File: config.mk
export PLATFORM = sky130hd
export DESIGN_NAME = mem_ctrl
export DESIGN_NICKNAME = d
export VERILOG_FILES = /design/src/rtl/mem_ctrl_pkg.sv /design/src/rtl/mem_ctrl.sv
export SDC_FILE = /design/constraint.sdc
export NUM_CORES = 1
export LEC_CHECK = 0
export ABC_AREA = 0
export BUFFER_PORTS_ARGS = -buffer_cell sky130_fd_sc_hd__buf_4
export CAP_MARGIN = 25
export CORE_AREA = 2 2 271 273
export CTS_CLUSTER_DIAMETER = 200
export DETAILED_ROUTE_END_ITERATION = 12
export DIE_AREA = 0 0 273 275
export PLACE_DENSITY_LB_ADDON = 0.2
export SETUP_SLACK_MARGIN = 0.1
export SLEW_MARGIN = 0
export SYNTH_ARGS = -nofsm -noshare
export SYNTH_HDL_FRONTEND = slang
export SYNTH_SLANG_ARGS = --single-unit
File: constraint.sdc
create_clock -name clk -period 3.7 [get_ports clk]
set_clock_uncertainty 0.1 [all_clocks]
set_input_delay 0.185 -clock clk [delete_from_list [all_inputs] [get_ports clk]]
set_output_delay 0.185 -clock clk [all_outputs]
set_load 0.01 [all_outputs]
File: src/rtl/mem_ctrl_pkg.sv
`default_nettype none
// ============================================================================
// Module      : mem_ctrl_pkg
// Description : Shared constants for the memory controller: FSM state
//               encodings, lsb_len request encodings, IO region marker and
//               a helper that turns an lsb_len code into a byte count.
// Revision    : 1.0 - initial release
// ============================================================================
package mem_ctrl_pkg;

    // FSM state encodings
    localparam logic [1:0] MC_IDLE = 2'd0;
    localparam logic [1:0] MC_IF   = 2'd1;   // instruction line fill
    localparam logic [1:0] MC_LR   = 2'd2;   // LSB load
    localparam logic [1:0] MC_LW   = 2'd3;   // LSB store

    // lsb_len encodings
    localparam logic [1:0] LSB_LEN_1 = 2'b00;
    localparam logic [1:0] LSB_LEN_2 = 2'b01;
    localparam logic [1:0] LSB_LEN_4 = 2'b10;

    // addr[17:16] value that marks the IO region (0x30000 and above)
    localparam logic [1:0] MC_IO_ADDR_HI = 2'b11;

    // Byte count of an LSB access; the unused code 2'b11 is treated as a word.
    function automatic logic [2:0] lsb_len_bytes(input logic [1:0] len);
        case (len)
            LSB_LEN_1: return 3'd1;
            LSB_LEN_2: return 3'd2;
            default:   return 3'd4;
        endcase
    endfunction

endpackage
`default_nettype wire

File: src/rtl/mem_ctrl.sv
`default_nettype none
// ============================================================================
// Module      : mem_ctrl
// Description : Responder for instruction line fills plus the load/store
//               data port, driving a byte-wide unified RAM/IO bus one byte
//               per cycle. The LSB has priority over instruction fetch.
// Ports       : clk, rst_n (async, active-low), rdy (global enable)
//               mem_din/mem_dout/mem_a/mem_wr - byte-wide RAM/IO bus
//               io_buffer_full                - stalls IO-region writes
//               if_en/if_pc/if_done/if_data   - line fill request/response
//               lsb_en/lsb_wr/lsb_addr/lsb_len/lsb_w_data/lsb_done/
//               lsb_r_data                    - load/store request/response
//               rollback                      - aborts an in-flight load
// Revision    : 1.0 - initial release
// ============================================================================
module mem_ctrl
    import mem_ctrl_pkg::*;
#(
    parameter int         LINE_BYTES = 64,
    parameter logic [1:0] IO_ADDR_HI = MC_IO_ADDR_HI
) (
    input  logic                      clk,
    input  logic                      rst_n,
    input  logic                      rdy,
    input  logic [7:0]                mem_din,
    output logic [7:0]                mem_dout,
    output logic [31:0]               mem_a,
    output logic                      mem_wr,
    input  logic                      io_buffer_full,
    input  logic                      if_en,
    input  logic [31:0]               if_pc,
    output logic                      if_done,
    output logic [8*LINE_BYTES-1:0]   if_data,
    input  logic                      lsb_en,
    input  logic                      lsb_wr,
    input  logic [31:0]               lsb_addr,
    input  logic [1:0]                lsb_len,
    input  logic [31:0]               lsb_w_data,
    output logic                      lsb_done,
    output logic [31:0]               lsb_r_data,
    input  logic                      rollback
);

    localparam int                 c_IDX_W  = $clog2(LINE_BYTES);
    // Read counter must reach LINE_BYTES+1 (the done edge of a line fill)
    localparam int                 c_CNT_W  = $clog2(LINE_BYTES + 2);
    localparam logic [c_CNT_W-1:0] c_LINE_N = c_CNT_W'(LINE_BYTES);

    logic [1:0]              r_state;
    logic [c_CNT_W-1:0]      r_cnt;      // edges since acceptance minus one (reads) / bytes written (writes)
    logic [c_CNT_W-1:0]      r_len;      // transfer length in bytes
    logic [31:0]             r_mem_a;
    logic [7:0]              r_mem_dout;
    logic                    r_mem_wr;
    logic [31:0]             r_wdata;    // store data, shifted one byte per written byte
    logic [31:0]             r_ld_buf;   // load assembly buffer, copied out on completion
    logic                    r_if_done;
    logic [8*LINE_BYTES-1:0] r_if_data;
    logic                    r_lsb_done;
    logic [31:0]             r_lsb_r_data;

    logic                    w_stall;
    logic [c_CNT_W-1:0]      w_cnt_inc;
    logic [c_IDX_W-1:0]      w_k;        // index of the byte arriving on mem_din
    logic [31:0]             w_ld_next;

    // An IO write with the UART buffer full is held off the bus; the byte
    // index freezes until the buffer drains.
    assign w_stall   = r_mem_wr && (r_mem_a[17:16] == IO_ADDR_HI) && io_buffer_full;
    assign w_cnt_inc = r_cnt + 1'b1;
    // Byte k arrives two edges after its address was launched, i.e. when r_cnt == k+1
    assign w_k       = c_IDX_W'(r_cnt - 1'b1);

    always_comb begin
        w_ld_next                          = r_ld_buf;
        w_ld_next[{w_k[1:0], 3'b000} +: 8] = mem_din;
    end

    assign mem_a      = r_mem_a;
    assign mem_dout   = r_mem_dout;
    assign mem_wr     = r_mem_wr && rdy && !w_stall;
    assign if_done    = r_if_done;
    assign if_data    = r_if_data;
    assign lsb_done   = r_lsb_done;
    assign lsb_r_data = r_lsb_r_data;

    always_ff @(posedge clk or negedge rst_n) begin
        if (!rst_n) begin
            r_state      <= MC_IDLE;
            r_cnt        <= '0;
            r_len        <= '0;
            r_mem_a      <= '0;
            r_mem_dout   <= '0;
            r_mem_wr     <= 1'b0;
            r_wdata      <= '0;
            r_ld_buf     <= '0;
            r_if_done    <= 1'b0;
            r_if_data    <= '0;
            r_lsb_done   <= 1'b0;
            r_lsb_r_data <= '0;
        end else if (rdy) begin
            r_if_done  <= 1'b0;
            r_lsb_done <= 1'b0;
            case (r_state)
                MC_IDLE: begin
                    r_cnt <= '0;
                    // A port whose done pulse is still high keeps its enable
                    // for this cycle; it must not be accepted a second time.
                    if (lsb_en && !r_lsb_done && lsb_wr) begin
                        r_state    <= MC_LW;
                        r_len      <= c_CNT_W'(lsb_len_bytes(lsb_len));
                        r_mem_a    <= lsb_addr;
                        r_mem_dout <= lsb_w_data[7:0];
                        r_wdata    <= lsb_w_data;
                        r_mem_wr   <= 1'b1;
                    end else if (lsb_en && !r_lsb_done && !rollback) begin
                        r_state  <= MC_LR;
                        r_len    <= c_CNT_W'(lsb_len_bytes(lsb_len));
                        r_mem_a  <= lsb_addr;
                        r_ld_buf <= '0;
                    end else if (if_en && !r_if_done) begin
                        r_state <= MC_IF;
                        r_len   <= c_LINE_N;
                        r_mem_a <= if_pc;
                    end
                end

                MC_IF, MC_LR: begin
                    if (r_state == MC_LR && rollback) begin
                        r_state <= MC_IDLE;
                        r_mem_a <= '0;
                    end else begin
                        r_cnt <= w_cnt_inc;
                        // Launch the next address until all n have been issued
                        if (w_cnt_inc < r_len) begin
                            r_mem_a <= r_mem_a + 32'd1;
                        end else begin
                            r_mem_a <= '0;
                        end
                        if (r_cnt != '0) begin
                            if (r_state == MC_IF) begin
                                r_if_data[{w_k, 3'b000} +: 8] <= mem_din;
                            end else begin
                                r_ld_buf <= w_ld_next;
                            end
                        end
                        if (r_cnt == r_len) begin
                            r_state <= MC_IDLE;
                            if (r_state == MC_IF) begin
                                r_if_done <= 1'b1;
                            end else begin
                                r_lsb_done   <= 1'b1;
                                r_lsb_r_data <= w_ld_next;
                            end
                        end
                    end
                end

                MC_LW: begin
                    if (!w_stall) begin
                        if (w_cnt_inc == r_len) begin
                            r_state    <= MC_IDLE;
                            r_lsb_done <= 1'b1;
                            r_mem_wr   <= 1'b0;
                            r_mem_a    <= '0;
                            r_mem_dout <= '0;
                        end else begin
                            r_cnt      <= w_cnt_inc;
                            r_mem_a    <= r_mem_a + 32'd1;
                            r_mem_dout <= r_wdata[15:8];
                            r_wdata    <= r_wdata >> 8;
                        end
                    end
                end

                default: begin
                    r_state  <= MC_IDLE;
                    r_mem_wr <= 1'b0;
                    r_mem_a  <= '0;
                end
            endcase
        end
    end

endmodule
`default_nettype wire

==> impl_metrics.toml, run 1 <==
[outcome]
status = "finished clean"

[clocking]
clockRootBuffer = "clkbuf_16"
clockBufferDepth = 3
clock_sinks = 656
post_cts_buffers = 0
clkTransAtPathRegs_ps = 60
tritoncts = "yes"
cts_inserted_buffers = 74
clk_latency_ps = 610
cts_max_level = 3

[timing]
hold_violations = 0
tightest_slew_ps = 996
slew_headroom_pct = 33.6
fin_crit_sh_pct = 95.2
drv_slew = 0
setup_violations = 0
fin_crit_ps = 3520
rsz0062_at_grt = "yes"
max_freq_mhz = 284
tns_ps = 0

[final_layout]
fin_util_pct = 54.7
layout_common_cells = "buf_4, dfrtp_1, mux2_2"
drive_above_1_share_pct = 46.0
nNetsFinal = 3322
synthToLayoutAreaGrowth_pct = 35.0
diodes = 0
final_common_cell = "buf_4"

[grt]
use_met2_pct = 46.1
gr-usage-met3_pct = 5.13
grt_use_met1_pct = 34.1
overflow = 0
grt_pass1_wl_mm = 153
antenna_found_initial = 1
grt_busiest_layer = "met2"
grt_max_degree = 108
grt_pass1_vias = 23300
grt_util_all_layers_pct = 26.9

[placement]
portBuffers = 700
dp_hpwl_mm = 74.4
gp_congestion = 0.882

[routing]
ant_nets = 0
wl_per_cell_um = 24.7
drc = 0
routed_wl_mm = 104
detail_route.vias_per_cell = 5.49
num_vias = 23100
drt_pass1_iterations = 5
drt_iter0_markers = 1385

[critical_path]
crit_path_start_kind = "flop"
crit_fanout = 39
endpoint_kind = "flop"
crit_arrival_ps = 3930
crit_type = "flop to flop"
required_ps = 4110

[run]
drv_cap = 0

[synth]
synth_top_family_by_area = "multiplexers"
yosys.area_share.simple_pct = 11.5
ys_seq_area_share_pct = 56.0
syn_area_mm2 = 0.0293
synth_seq_cells = 656
synthFlopType = "dfrtp_1"
synth_compound_area_share_pct = 8.44
synth_fa_ha_area_share_pct = 0.683
ys_async_sr_fraction_pct = 100
synth.area.mux_share_pct = 19.9
ys_types = 67
synth_area_leaders = "dfrtp_1, mux2_2, nand2_1"
syn_inst = 2394
yosysWarningCount = 0
yosysTopAreaCell = "dfrtp_1"
synth_fp_nets = 2524
synth.avg_cell_area_um2 = 12.3
netlist.area_leader.share_pct = 56.0
synth-edff-count = 0
synth-xor-area-share_pct = 0.661

[die]
rows = 99
die_h_um = 275
die_w_um = 273
dieArea_mm2 = 0.0751
pin_count = 701
core_area_mm2 = 0.0723
initial_core_util_pct = 40.5

[power_and_ir_drop]
power_density_mw_per_mm2 = 681
combinationalPowerShare_pct = 40.0
leakagePower_nw = 20.2
p_switching_w = 0.0109
switching_share_pct = 40.2
max-vdd-ir-drop_uv = 675
seq_power_share_pct = 32.9
power_frac_clock_pct = 27.1
intPower_w = 0.0161

[hold_path]
hold_class = "input pin to flop"
layer usage:
| layer | up-vias | share of wire (%) |
|---|---|---|
| met5 | - | 0 |
| met3 | 149 | 6.4 |
| met1 | 11900 | 40 |
| met2 | 837 | 50 |
| met4 | 0 | 3.0 |
| li1 | 10200 | - |
registers in the layout, indices dropped and copies added, names as in the netlist:
signal / flops
lsb_done: 1
mem_a: 32
r_len: 4
r_wdata: 24
r_cnt: 7
if_data: 512
if_done: 1
mem_dout: 8
r_state: 2
r_mem_wr: 1
lsb_r_data: 32
r_ld_buf: 32
stage by stage:
| stage | worst slack (ps) | hold WS, ps | instance area (um2) | std cells | power (W) |
|---|---|---|---|---|---|
| after floorplan | 187 | -211 | 29300 | 2394 | 0.0150 |
| after global placement | 206 | 166 | 36100 | 3975 | 0.0192 |
| after detailed placement | 142 | 167 | 36100 | 3976 | 0.0194 |
| after CTS | 137 | 1.18 | 39500 | 4207 | 0.0270 |
| after global routing | 0.442 | 46.0 | 39600 | 4208 | 0.0284 |
| final | 179 | 32.0 | 39600 | 4208 | 0.0270 |
final timing paths:
kind / from / slack [ps] / cells past startpoint / to
worst max register to register: r_cnt[1] / 180 / 9 / if_data[329]
worst max-delay path: r_cnt[1] / 180 / 9 / if_data[329]
max in group asynchronous: rst_n / 2230 / 4 / if_data[326]
worst min register to register: lsb_r_data[28] / 380 / 2 / lsb_r_data[28]
min in group asynchronous: rst_n / 60 / 2 / if_data[293]
worst min-delay path: if_pc[30] / 30 / 5 / mem_a[30]
power by group through the flow:
stage | combinational, W | sequential, W | clock, W
floorplan | 0.00595 | 0.00907 | 0
finish | 0.0108 | 0.00888 | 0.00731
detailed placement | 0.0105 | 0.00898 | 0
CTS | 0.0107 | 0.00887 | 0.00746
global placement | 0.0103 | 0.00895 | 0
global route | 0.0116 | 0.00900 | 0.00778
worst max-delay path: stages, from the launching register on:
cell and delay (ps):
dfrtp_1 350, inv_1 90, ha_2 540, nand2_1 200, o22a_1 310, xnor2_2 290, buf_12 280, and3_1 370
nand3_1 430, mux2_2 420
timing repair:
item,in CTS,in global routing
hold buffers,98,0
hold endpoints to repair,145,0
resized for setup,0,15
setup endpoints to repair,0,106
cell type report:
| cell class | instances | area (um2) |
|---|---|---|
| Clock buffer | 105 | 2090 |
| Clock inverter | 28 | 348 |
| Fill cell | 6234 | 32800 |
| Inverter | 47 | 176 |
| Multi-Input combinational cell | 1532 | 12300 |
| Sequential cell | 656 | 16400 |
| Tap cell | 959 | 1200 |
| Timing Repair Buffer | 881 | 7050 |
synth_stat cells (30+ instances only):
library cell  number
clkbuf_1         124
a22o_1            50
nor2_1           159
nand2_1          179
mux2_2           493
o21ai_0           83
dfrtp_1          656
inv_1             46
a21oi_1           60
and3_1            35
nand3_1           82
nor3_1            30
kinds of logic (layout without fill, tap and decap cells):
| family | count (synthesis) | in the layout |
|---|---|---|
| AOI/OAI and AO/OA | 352 | 352 |
| xor gates and xnor gates | 17 | 17 |
| adders and majority gates | 16 | 16 |
| buffers and inverters | 206 | 1061 |
| DFF | 656 | 656 |
| muxes | 522 | 522 |
| and+or+nand+nor | 625 | 625 |
No activity file was read; power rests on OpenSTA's default activity.
==> run 2: changes to the inputs <==
ABC_AREA = 1   (was 0)
CORE_AREA = 2 2 273 275   (was 2 2 271 273)
DIE_AREA = 0 0 275 277   (was 0 0 273 275)
==> impl_metrics.toml, run 2 <==
[clocking]
tritoncts = "yes"
clockBufferDepth = 3
clockRootBuffer = "clkbuf_16"
clkTransAtPathRegs_ps = 60
clock_sinks = 656
clk_latency_ps = 620
cts_max_level = 3
cts_inserted_buffers = 73

[grt]
grt_pass1_vias = 26500
grt_pass1_wl_mm = 166
overflow = 0
grt_max_degree = 100
grt_util_all_layers_pct = 28.5
antenna_found_initial = 0

[hold_path]
hold_depth = 5
worstHoldStart = "mem_din[1]"
hold_class = "input pin to flop"
holdPathEnd = "if_data[481]"

[synth]
netlist.area_leader.share_pct = 55.1
syn_inst = 3593
synth_fp_nets = 3723
synth_area_leaders = "dfrtp_1, nand2_1, o21ai_0"
ys_seq_area_share_pct = 55.1
synth_fa_ha_area_share_pct = 0.672
ys_types = 40
synth_compound_area_share_pct = 10.7
yosysTopAreaCell = "dfrtp_1"
ys_async_sr_fraction_pct = 100
yosys.area_share.simple_pct = 26.5
synth-xor-area-share_pct = 0.500
synth.avg_cell_area_um2 = 8.29
synthFlopType = "dfrtp_1"
syn_area_mm2 = 0.0298
synth_common_cells = "nand2_1, dfrtp_1, nor2_1"
synth_top_family_by_area = "simple AND/OR/NAND/NOR gates"
synth_seq_cells = 656
synth-edff-count = 0
yosysWarningCount = 0
synth.area.mux_share_pct = 0.575
synth.most_common_cell = "nand2_1"

[critical_path]
r2r-end = "if_data[389]"
required_ps = 4110
crit_fanout = 40
path_common_cell = "nand2_1"
crit_chain = "inv_1 -> ha_1 -> nand2_1 -> inv_2 -> nand2_1 -> nor2_1 -> nand3_2 -> nand2_4 -> inv_6 -> nor2_4 -> buf_12 -> buf_4 -> nand2_2 -> nand2_1 -> nand2_1"
cpPeakStageDelay_ps = 470
crit_arrival_ps = 3760
endpoint_kind = "flop"
crit_type = "flop to flop"
reg2reg_slack_ps = 360
crit_family = "simple AND/OR/NAND/NOR gates"
crit_path_start_kind = "flop"
r2r_start = "r_cnt[1]"
cp_slowest_cell = "ha_1"
crit_buf_inv = 5
rr_worst_depth = 15

[power_and_ir_drop]
combinationalPowerShare_pct = 37.8
leakagePower_nw = 20.2
p_switching_w = 0.0105
intPower_w = 0.0152
power_density_mw_per_mm2 = 648
power_frac_clock_pct = 28.1
max-vdd-ir-drop_uv = 469
seq_power_share_pct = 34.1
p_total_w = 0.0258
switching_share_pct = 40.8

[routing]
drt_pass1_iterations = 6
wl_per_cell_um = 20.5
detail_route.vias_per_cell = 5.13
routed_wl_mm = 111
num_vias = 27700
drc = 0
ant_nets = 0
drt_iter0_markers = 2346

[die]
die_h_um = 277
rows = 100
dieArea_mm2 = 0.0762
die_w_um = 275
pin_count = 701
core_area_mm2 = 0.0736
initial_core_util_pct = 40.5

[placement]
placed_area_mm2 = 0.0362
portBuffers = 700
gp_congestion = 0.908
dp_hpwl_mm = 80.6

[timing]
slew_headroom_pct = 38.5
drv_slew = 0
tightest_slew_ps = 923
hold_violations = 0
rsz0062_at_grt = "no"
tns_ps = 0
fin_crit_ps = 3340
hold_ws_ps = 55.5
setup_violations = 0
fin_crit_sh_pct = 90.4
max_freq_mhz = 299

[outcome]
status = "finished clean"

[final_layout]
drive_above_1_share_pct = 23.5
nNetsFinal = 4513
final_common_cell = "nand2_1"
layout_common_cells = "nand2_1, buf_4, dfrtp_1"
diodes = 0
synthToLayoutAreaGrowth_pct = 33.5
largest_reg_flops = 512
finalInstanceArea_mm2 = 0.0398

[run]
drv_cap = 0
-- run 2: cell count changes after synthesis, moves of 57 or more --
| cell | previous run | this run |
|---|---|---|
| mux2_2 | 493 | 1 |
| o21ai_0 | 83 | 366 |
| nand3_1 | 82 | 215 |
| nand2_1 | 179 | 1166 |
| o21ai_2 | 1 | 80 |
| nor2_1 | 159 | 397 |
| nand4_1 | 19 | 76 |
| inv_1 | 46 | 214 |
-- run 2: cell type report --
| type | instances | area, um2 |
|---|---|---|
| multi-input combinational | 2523 | 11700 |
| tap | 969 | 1210 |
| clock buffer | 110 | 2150 |
| clock inverter | 17 | 211 |
| sequential | 656 | 16400 |
| timing repair buffer | 902 | 7230 |
| inverter | 227 | 862 |
| fill | 6891 | 33800 |
-- run 2: cell families (layout without fill, tap and decap cells) --
| family | count (synthesis) | in the layout |
|---|---|---|
| xor gates and xnor gates | 17 | 17 |
| adders and majority gates | 16 | 16 |
| DFF | 656 | 656 |
| muxes | 17 | 17 |
| and+or+nand+nor | 1911 | 1911 |
| AOI/OAI and AO/OA | 562 | 562 |
| buffers and inverters | 414 | 1256 |
-- run 2: worst max path at each step --
stage              endpoint      from  slack [ps]  cells past startpoint
2_1_floorplan  if_data[224]  r_cnt[0]         910                     14
3_3_place_gp    if_data[62]  r_cnt[1]         290                     12
3_5_place_dp   if_data[492]  r_cnt[1]         180                     11
4_1_cts        if_data[490]  r_cnt[1]         140                     11
5_1_grt         if_data[98]  r_cnt[1]         110                     13
6_report       if_data[389]  r_cnt[1]         360                     15
-- run 2: metal layers --
| layer | share of wire (%) | vias to the layer above | wire length (um) | GRT usage (%) |
|---|---|---|---|---|
| met5 | 0 | - | 0 | 0 |
| met4 | 3.9 | 0 | 4290 | 11.2 |
| met3 | 6.4 | 190 | 7080 | 5.06 |
| met2 | 47 | 958 | 52600 | 46.4 |
| met1 | 42 | 13400 | 46900 | 37.8 |
| li1 | - | 13200 | - | - |
-- run 2: through the flow --
stage,instances,setup slack [ps],utilization (%)
finish,5404,356,54.1
global route,5404,106,54.1
CTS,5400,145,53.9
detailed placement,5159,180,49.2
global placement,5159,285,49.2
floorplan,3593,909,-
-- run 2: power by group through the flow --
stage	clock (W)	sequential, W	combinational, W
2_1_floorplan	0	0.00893	0.00532
5_1_grt	0.00765	0.00888	0.0107
3_5_place_dp	0	0.00888	0.00927
3_3_place_gp	0	0.00888	0.00921
4_1_cts	0.00737	0.00878	0.00960
6_report	0.00725	0.00878	0.00974
-- run 2: what timing repair did --
item,CTS,global route
setup endpoints to repair,0,321
setup buffers,0,3
endpoints found under the hold margin,265,0
hold buffers,114,0
resized for setup,0,22
-- run 2: worst register-to-register path: cells and delay by family, from the launching register on --
kind,cells,cell delay (ps)
AND/OR/NAND/NOR,9,1310
flip-flops,1,450
adder cells (fa/ha/maj),1,470
buffers and inverters,5,920
==> run 3: changes to the inputs <==
GPL_TIMING_DRIVEN = 0   (was default)
REMOVE_ABC_BUFFERS = 1   (was default)
SLEW_MARGIN = 20   (was 0)
==> impl_metrics.toml, run 3 (synthesized netlist as in run 2, its figures left out) <==
[outcome]
status = "finished clean"

[final_layout]
drive_above_1_share_pct = 24.2
diodes = 0
largest_reg_flops = 512
finalInstanceArea_mm2 = 0.0404
final_common_cell = "nand2_1"
final.fill_count = 6918
multiInputGateArea_mm2 = 0.0120
regArea_mm2 = 0.0164
synthToLayoutAreaGrowth_pct = 35.6
layout_common_cells = "nand2_1, buf_4, dfrtp_1"
nNetsFinal = 4494

[routing]
drt_pass1_iterations = 6
routed_wl_mm = 110
drt_iter0_markers = 2166
detail_route.vias_per_cell = 5.12
wl_per_cell_um = 20.5
num_vias = 27600
ant_nets = 0
drc = 0

[power_and_ir_drop]
leakagePower_nw = 20.3
max-vdd-ir-drop_uv = 471
power_density_mw_per_mm2 = 670
p_total_w = 0.0271

[timing]
hold_ws_ps = 4.89
max_freq_mhz = 296
fin_crit_sh_pct = 91.4
drv_slew = 0
tightest_slew_ps = 790
hold_violations = 0
setup_violations = 0
slew_headroom_pct = 47.3
rsz0062_at_grt = "no"
fin_crit_ps = 3380

[placement]
portBuffers = 700
placed_area_mm2 = 0.0360
dp_hpwl_mm = 75.0
gp_congestion = 0.881

[clocking]
clkTransAtPathRegs_ps = 60
cts_max_level = 3
clockRootBuffer = "clkbuf_16"
clk_latency_ps = 610
clockBufferDepth = 3
tritoncts = "yes"
clock_sinks = 656
cts_inserted_buffers = 73

[grt]
grt_pass1_wl_mm = 166
overflow = 0
grt_pass1_vias = 26500
grt_max_degree = 97
antenna_found_initial = 0
grt_util_all_layers_pct = 28.5

[die]
initial_core_util_pct = 40.5
pin_count = 701
rows = 100
dieArea_mm2 = 0.0762
core_area_mm2 = 0.0736
die_w_um = 275
die_h_um = 277

[critical_path]
crit_type = "flop to flop"
crit_arrival_ps = 3820
crit_fanout = 24
required_ps = 4140
endpoint_kind = "flop"
crit_path_start_kind = "flop"

[run]
drv_cap = 0

[hold_path]
hold_class = "input pin to flop"
==> run 3: worst paths after layout <==
| kind | start | end | slack, ps | cells after the start |
|---|---|---|---|---|
| setup / recovery | lsb_done | r_len[1] | 320 | 12 |
| hold / removal | rollback | lsb_r_data[23] | 5 | 5 |
| setup reg to reg | lsb_done | r_len[1] | 320 | 12 |
| hold reg to reg | if_data[451] | if_data[451] | 370 | 2 |
| max in group asynchronous | rst_n | if_data[144] | 1990 | 4 |
| min in group asynchronous | rst_n | if_data[347] | 60 | 2 |
==> run 3: final cells by class <==
cell class / count / share of cell area (%)
clock buffer: 101 / 5.23
clock inverter: 26 / 0.973
inverter: 227 / 2.26
multi-input combinational: 2529 / 29.7
sequential: 656 / 40.6
tap: 969 / 3.00
timing repair buffer: 877 / 18.2
==> run 3: through the flow <==
stage | worst slack (ps) | utilization (%) | TNS [ps] | cells
6_report | 318 | 54.9 | 0 | 5385
5_1_grt | 104 | 54.9 | 0 | 5385
4_1_cts | 85.1 | 54.4 | 0 | 5368
3_5_place_dp | -1600 | 48.9 | -430840 | 5099
3_3_place_gp | -5430 | 48.0 | -5085060 | 5075
2_1_floorplan | -813 | - | -179140 | 3406
==> run 3: repair_timing <==
action | in CTS | in global routing
hold buffers | 115 | 0
cloned | 6 | 1
buffers inserted | 21 | 15
pin swaps | 10 | 7
endpoints found under the hold margin | 277 | 0
resized for setup | 36 | 48
endpoints found under the setup margin | 534 | 466
==> run 3: critical path: stages (launching register included) <==
cell and delay [ps]:
dfrtp_1 390, inv_1 90, nand3_1 90, nand2_1 350, clkinvlp_4 400, buf_16 270, nor2_1 140, inv_1 70
nand2_1 120, nand4_1 90, dlygate4sd3_1 560, o21ai_0 60, dlygate4sd3_1 560
==> run 3: power breakdown <==
group / total (W) / internal (W) / switching, W
Clock: 0.00767 / 0.00456 / 0.00310
Combinational: 0.0106 / 0.00317 / 0.00747
Sequential: 0.00875 / 0.00804 / 0.000709
Total: 0.0271 / 0.0158 / 0.0113
==> run 3: layer usage <==
| layer | global-route usage (%) | wire, um |
|---|---|---|
| met1 | 35.9 | 44100 |
| met2 | 48.0 | 54100 |
| met3 | 5.19 | 7200 |
| met4 | 12.1 | 4970 |
| met5 | 0 | 0 |
